===== src/rtl/sys_array_pkg.sv =====
// Shared types and helpers for the systolic-array feeder.
package sys_array_pkg;

  localparam int unsigned DEF_DATA_WIDTH = 8;
  localparam int unsigned DEF_ARRAY_SIZE = 4;

  typedef enum logic [2:0] {
    IDLE,
    LOAD,
    COMMIT,
    STREAM,
    DRAIN
  } feeder_state_t;

  // Bit offset of a lane within a packed lane vector (lane 0 in LSBs).
  function automatic int unsigned lane_lsb(input int unsigned lane, input int unsigned width);
    return lane * width;
  endfunction

endpackage


===== src/rtl/skew_delay_line.sv =====
// One lane of the input skew: DEPTH+1 registered stages, zero on reset or flush.
module skew_delay_line
  import sys_array_pkg::*;
#(
  parameter int unsigned DATA_WIDTH = DEF_DATA_WIDTH,
  parameter int unsigned DEPTH      = 0
) (
  input  logic                  clk,
  input  logic                  reset,
  input  logic                  flush,
  input  logic [DATA_WIDTH-1:0] din,
  output logic [DATA_WIDTH-1:0] dout
);

  logic [DATA_WIDTH-1:0] stage_q [DEPTH+1];
  logic [DATA_WIDTH-1:0] stage_d [DEPTH+1];

  // Shift one stage per cycle; flush forces every stage to zero.
  always_comb begin
    stage_d[0] = flush ? '0 : din;
    for (int k = 1; k <= int'(DEPTH); k++) begin
      stage_d[k] = flush ? '0 : stage_q[k-1];
    end
  end

  // Stage registers with synchronous reset.
  always_ff @(posedge clk) begin
    if (reset) begin
      stage_q <= '{default: '0};
    end else begin
      stage_q <= stage_d;
    end
  end

  assign dout = stage_q[DEPTH];

endmodule


===== src/rtl/sys_array_feeder.sv =====
// Upstream feeder for the systolic array: buffers a weight matrix, commits it
// with a one-cycle param_load, streams skewed input wavefronts, then drains.
// Optional build macro: FEEDER_STALL_CNT_EN adds the stall_cnt output.
module sys_array_feeder
  import sys_array_pkg::*;
#(
  parameter int unsigned DATA_WIDTH = DEF_DATA_WIDTH,
  parameter int unsigned ARRAY_SIZE = DEF_ARRAY_SIZE
) (
  input  logic                                     clk,
  input  logic                                     reset,
  input  logic                                     start,
  input  logic                                     w_valid,
  output logic                                     w_ready,
  input  logic [ARRAY_SIZE*DATA_WIDTH-1:0]         w_data,
  input  logic                                     s_valid,
  output logic                                     s_ready,
  input  logic                                     s_last,
  input  logic [ARRAY_SIZE*DATA_WIDTH-1:0]         s_data,
  output logic                                     arr_param_load,
  output logic [ARRAY_SIZE*ARRAY_SIZE*DATA_WIDTH-1:0] arr_param_data,
  output logic [ARRAY_SIZE*DATA_WIDTH-1:0]         arr_input_data,
  output logic                                     busy,
  output logic                                     done
`ifdef FEEDER_STALL_CNT_EN
  ,
  output logic [31:0]                              stall_cnt
`endif
);

  localparam int unsigned LANE_W    = ARRAY_SIZE * DATA_WIDTH;
  localparam int unsigned MAT_W     = ARRAY_SIZE * LANE_W;
  localparam int unsigned ROW_W     = $clog2(ARRAY_SIZE);
  // Drain occupies 2*ARRAY_SIZE-1 zero cycles plus the final done cycle.
  localparam int unsigned DRAIN_LEN = 2 * ARRAY_SIZE - 1;
  localparam int unsigned CNT_W     = $clog2(DRAIN_LEN + 1);

  feeder_state_t state_q, state_d;

  logic [ROW_W-1:0]  row_q, row_d;
  logic [CNT_W-1:0]  cnt_q, cnt_d;
  logic [MAT_W-1:0]  bank_q, bank_d;
  logic [MAT_W-1:0]  param_data_q, param_data_d;
  logic              param_load_q, param_load_d;
  logic              w_ready_q, w_ready_d;
  logic              s_ready_q, s_ready_d;
  logic              busy_q, busy_d;
  logic              done_q, done_d;

  logic              w_fire_c;
  logic              s_fire_c;
  logic              flush_c;
  logic [LANE_W-1:0] skew_in_c;

  // Next-state logic, weight bank capture and skew-line input selection.
  always_comb begin
    state_d   = state_q;
    row_d     = row_q;
    cnt_d     = cnt_q;
    bank_d    = bank_q;
    skew_in_c = '0;
    w_fire_c  = (state_q == LOAD) && w_valid && w_ready_q;
    s_fire_c  = (state_q == STREAM) && s_valid && s_ready_q;

    unique case (state_q)
      IDLE: begin
        if (start) begin
          state_d = LOAD;
          row_d   = '0;
        end
      end
      LOAD: begin
        if (w_fire_c) begin
          bank_d[row_q*LANE_W +: LANE_W] = w_data;
          if (row_q == ROW_W'(ARRAY_SIZE - 1)) begin
            state_d = COMMIT;
          end else begin
            row_d = row_q + 1'b1;
          end
        end
      end
      COMMIT: begin
        state_d = STREAM;
      end
      STREAM: begin
        if (s_fire_c) begin
          skew_in_c = s_data;
          if (s_last) begin
            state_d = DRAIN;
            cnt_d   = '0;
          end
        end
      end
      DRAIN: begin
        if (cnt_q == CNT_W'(DRAIN_LEN)) begin
          state_d = IDLE;
        end else begin
          cnt_d = cnt_q + 1'b1;
        end
      end
      default: begin
        state_d = IDLE;
      end
    endcase
  end

  // Registered outputs derived from the upcoming state.
  always_comb begin
    w_ready_d    = (state_d == LOAD);
    s_ready_d    = (state_d == STREAM);
    busy_d       = (state_d != IDLE);
    param_load_d = (state_d == COMMIT);
    param_data_d = param_data_q;
    done_d       = (state_q == DRAIN) && (cnt_q == CNT_W'(DRAIN_LEN - 1));
    if (state_d == COMMIT) begin
      param_data_d = bank_d;
    end
  end

  // The skew line is empty here anyway; flushing guarantees zero input during param_load.
  always_comb begin
    flush_c = (state_d == COMMIT);
  end

  // State and output registers.
  always_ff @(posedge clk) begin
    if (reset) begin
      state_q      <= IDLE;
      row_q        <= '0;
      cnt_q        <= '0;
      bank_q       <= '0;
      param_data_q <= '0;
      param_load_q <= 1'b0;
      w_ready_q    <= 1'b0;
      s_ready_q    <= 1'b0;
      busy_q       <= 1'b0;
      done_q       <= 1'b0;
    end else begin
      state_q      <= state_d;
      row_q        <= row_d;
      cnt_q        <= cnt_d;
      bank_q       <= bank_d;
      param_data_q <= param_data_d;
      param_load_q <= param_load_d;
      w_ready_q    <= w_ready_d;
      s_ready_q    <= s_ready_d;
      busy_q       <= busy_d;
      done_q       <= done_d;
    end
  end

  // Lane i is delayed i extra cycles to form the diagonal wavefront.
  for (genvar i = 0; i < int'(ARRAY_SIZE); i++) begin : g_lane
    skew_delay_line #(
      .DATA_WIDTH(DATA_WIDTH),
      .DEPTH     (i)
    ) u_skew (
      .clk  (clk),
      .reset(reset),
      .flush(flush_c),
      .din  (skew_in_c[lane_lsb(i, DATA_WIDTH) +: DATA_WIDTH]),
      .dout (arr_input_data[lane_lsb(i, DATA_WIDTH) +: DATA_WIDTH])
    );
  end

`ifdef FEEDER_STALL_CNT_EN
  logic [31:0] stall_q, stall_d;

  // Count STREAM cycles without a valid vector; saturating, cleared on accepted start.
  always_comb begin
    stall_d = stall_q;
    if ((state_q == IDLE) && start) begin
      stall_d = '0;
    end else if ((state_q == STREAM) && !s_valid && (stall_q != 32'hFFFF_FFFF)) begin
      stall_d = stall_q + 32'd1;
    end
  end

  // Stall counter register.
  always_ff @(posedge clk) begin
    if (reset) begin
      stall_q <= '0;
    end else begin
      stall_q <= stall_d;
    end
  end

  assign stall_cnt = stall_q;
`endif

  assign w_ready        = w_ready_q;
  assign s_ready        = s_ready_q;
  assign busy           = busy_q;
  assign done           = done_q;
  assign arr_param_load = param_load_q;
  assign arr_param_data = param_data_q;

endmodule


===== config.mk =====
export PLATFORM = sky130hd
export DESIGN_NAME = sys_array_feeder
export DESIGN_NICKNAME = d
export VERILOG_FILES = /design/src/rtl/sys_array_pkg.sv /design/src/rtl/skew_delay_line.sv /design/src/rtl/sys_array_feeder.sv
export SDC_FILE = /design/constraint.sdc
export NUM_CORES = 1
export LEC_CHECK = 0
export BUFFER_PORTS_ARGS = -buffer_cell sky130_fd_sc_hd__buf_2
export CAP_MARGIN = 5
export CORE_AREA = 5 5 161 163
export CTS_BUF_LIST = sky130_fd_sc_hd__clkbuf_2
export CTS_CLUSTER_SIZE = 14
export DETAILED_ROUTE_END_ITERATION = 16
export DIE_AREA = 0 0 166 168
export HOLD_SLACK_MARGIN = 0.03
export PLACE_DENSITY = 0.87
export SETUP_SLACK_MARGIN = 0.5
export SYNTH_ARGS = -nofsm -noshare
export SYNTH_HDL_FRONTEND = slang
export SYNTH_SLANG_ARGS = --single-unit

===== constraint.sdc =====
create_clock -name clk -period 1.75 [get_ports clk]
set_input_delay 0.35 -clock clk [delete_from_list [all_inputs] [get_ports clk]]
set_output_delay 0.35 -clock clk [all_outputs]
set_load 0.005 [all_outputs]

==> summary.txt <==
fin nets -> 1,783
CTS clk-pin slew, worst paths -> 0.11 ns
routed length per instance -> 24.5 um
CP arrival -> 2.75 ns
final core occ -> 0.830
fillers -> 1,110
initial antenna violation count -> 4
share of Yosys cell area claimed by the top area cell type -> 0.566
Initial Util -> 0.511
GPL Wtd Cong -> 0.776
detailed-route vias per instance -> 5.64
Syn Nets -> 1,321
number of remaining DRC errors -> 0
cell taking the most area after synthesis -> dfxtp_1
Die X -> 166 um
Max Fclk -> 0.508 GHz
Die Area -> 0.0279 mm^2
top post-synthesis cells by area -> dfxtp_1 (57%), and2_1 (11%), mux2i_1 (10%)
Worst VDD drop -> 560 uV
Num CTS Buffers -> 84
worst path cell trace -> buf_6 > buf_6 > ha_4 > buf_6 > nand4_4 > buf_12 > or2_4 > buf_8 > o21ai_1
Mapped Area -> 0.0124 mm^2
Synthesis Warnings -> 0
number of global-route vias before repair -> 10,700
number of library cell types mapped by synthesis -> 34
Worst Tran Pin Value -> 0.752 ns
Design Area, Final -> 0.0201 mm^2
Final Hold Viols -> 0
Core ar. -> 0.0242 mm^2
Root Driver -> clkbuf_2
Final WS setup -> -0.217 ns
CP Capture Type -> flip-flop
most used cell, CP -> buf_6
Layout area overhead -> 62.4%
GRT overflow -> 0
Placed Instances -> 1,736
Min-Delay Path Depth -> 6
largest net degree at the start of global routing -> 60
clk_lat worst skew -> 0.95 ns
pwr/cell area -> 724 mW/mm^2
Slew HR -> 0.499
CTS tree -> built
P_leak -> 8.75 nW
Initial DRC Count -> 1,159
Die H -> 168 um
RSZ-0062 raised after global routing -> true
I/O Buffers -> 234
# Max-Cap Violations -> 0
DRT Pass-1 Iters -> 7
Antenna Nets Post-Route -> 0
GR Util All Layers -> 0.246
slowest stage cell, crit path -> dfxtp_4
Site Rows -> 57
setup TNS -> -13.48 ns
Tcrit/Tclk final -> 1.12
I/O pins -> 235
area post-placement -> 0.0140 mm^2
share of layout cells above drive strength 1 -> 0.576
Final Non-Filler Cells -> 2,086
sequential fraction of the synthesis area -> 0.566
Cells after Synth -> 1,242
CTS Sinks -> 349
Worst EP required -> 2.53 ns
routed wire length -> 51,100 um
syn avg cell area -> 9.95 um^2
critical path launch point type -> flip-flop
Post-DP HPWL -> 19,600 um
routed vias -> 11,800
failing checks -> setup timing
status -> finished with violations
post-route minimum period -> 1.97 ns
Final Max Tran Viols -> 0
worst-case clock buffer depth -> 3
CP max FO -> 8
first-pass GRT wire length -> 55,900 um
setup violators final -> 244
worst min path class -> input port to flip-flop
synthesis-stage register bit count -> 349
WS Path Type -> flip-flop to flip-flop
Final Skew -> 0.0732 ns
Reg2Reg Depth -> 9
H-Tree Level Count -> 3
slowest stage delay, CP -> 0.39 ns
==> cells by family (layout without fill, tap and decap cells) <==
family                     count (synthesis)  in the layout  synth area share
DFF                                      349            349             0.566
buffers and inverters                    109            622            0.0537
other                                      0              4                 0
AOI/OAI and AO/OA                        144            144            0.0623
and+or+nand+nor                          503            506             0.206
muxes                                    128            128             0.104
adders and majority gates                  9              9           0.00912
==> per-stage QoR <==
stage	setup slack [ns]	total power [mW]	hold WS, ns
after floorplan	0.254	8.45	0.406
after global placement	0.110	8.69	0.407
after detailed placement	0.0332	8.70	0.410
after CTS	-0.0289	13.9	0.0605
after global routing	-0.368	15.0	0.144
final	-0.217	14.5	0.140
==> report_power, final <==
part | internal, mW | switching, mW
registers | 7.95 | 0.0162
logic | 0.546 | 0.543
clock network | 1.96 | 3.50
==> layer usage <==
metal | up-vias | global-route usage | share of wire
li1 | 5008 | - | -
met5 | - | 0 | 0.00022
met4 | 2 | 0.115 | 0.072
met1 | 5682 | 0.279 | 0.33
met2 | 771 | 0.431 | 0.50
met3 | 297 | 0.0671 | 0.090
==> worst max-delay path, delay by kind of cell, from the launching register on <==
| family | cells | cell delay [ns] |
|---|---|---|
| buf+inv | 5 | 0.65 |
| simple gates | 2 | 0.42 |
| flops | 1 | 0.39 |
| compound gates | 1 | 0.21 |
| fa+ha+maj | 1 | 0.18 |
==> final cells by class <==
| cell class | count | area, um^2 | area share |
|---|---|---|---|
| flip-flops and latches | 349 | 7200 | 0.359 |
| multi-input cells | 787 | 6580 | 0.328 |
| well taps | 324 | 405 | 0.0202 |
| clock buffers | 119 | 596 | 0.0297 |
| clock inverters | 21 | 118 | 0.00586 |
| repair buffers | 475 | 5120 | 0.255 |
| inverters | 7 | 33.8 | 0.00168 |
| diodes | 4 | 10.0 | 0.000499 |
==> worst paths after layout <==
path                                                    from                        to  slack [ns]
worst min register to register  g_lane[1].u_skew.stage_q[14]  g_lane[1].u_skew.dout[6]        0.43
worst max-delay path                                row_q[1]        arr_param_data[88]       -0.22
worst min-delay path                                   start                  row_q[1]        0.14
worst max register to register                      row_q[1]        arr_param_data[88]       -0.22
==> Yosys cell counts <==
cell      count
dfxtp_1     349
and2_1      208
nor2_1      134
nand2_1     133
mux2i_1     128
o21ai_1      98
buf_4        34
clkbuf_1     32
o21ai_0      31
buf_2        22
buf_6        13
ha_1          9
inv_1         7
a21oi_1       6
nand3_1       5
and3_1        4
nand4_2       4
nor2b_1       4
nor3b_1       3
o21ai_2       3
a31oi_1       2
a2111o_1      1
a211oi_1      1
a31o_2        1
a41oi_4       1
and3b_1       1
clkbuf_2      1
nand4_1       1
nand4_4       1
nor2_8        1
nor3_1        1
nor4b_1       1
or2_4         1
or4b_1        1
==> layout by cell type (no fill, tap or decap), types with 32 or more instances in the layout <==
cell type / count
mux2i_1: 32
o21ai_1: 74
dlygate4sd3_1: 68
dfxtp_2: 145
buf_6: 137
dfxtp_1: 196
nor2_1: 125
buf_2: 134
clkbuf_2: 119
and2_1: 105
nand2_1: 103
and2_4: 103
o21ai_2: 58
mux2i_4: 78
buf_4: 53
==> flip-flops by register name, summed over array words and instances (netlist names) <==
| name | count |
|---|---|
| state_q | 3 |
| row_q | 2 |
| bank_q | 128 |
| done | 1 |
| arr_param_data | 128 |
| w_ready | 1 |
| g_lane.u_skew.dout | 32 |
| s_ready | 1 |
| cnt_q | 3 |
| arr_param_load | 1 |
| busy | 1 |
| g_lane.u_skew.stage_q | 48 |
==> timing repair <==
| item | 4_1_cts | 5_1_grt |
|---|---|---|
| pin swaps | 41 | 139 |
| resized for setup | 319 | 428 |
| endpoints found under the setup margin | 512 | 512 |
| gates cloned | 15 | 45 |
| endpoints found under the hold margin | 300 | 0 |
| hold buffers | 68 | 0 |
| setup buffers | 32 | 46 |
No activity file was read; power rests on OpenSTA's default activity.
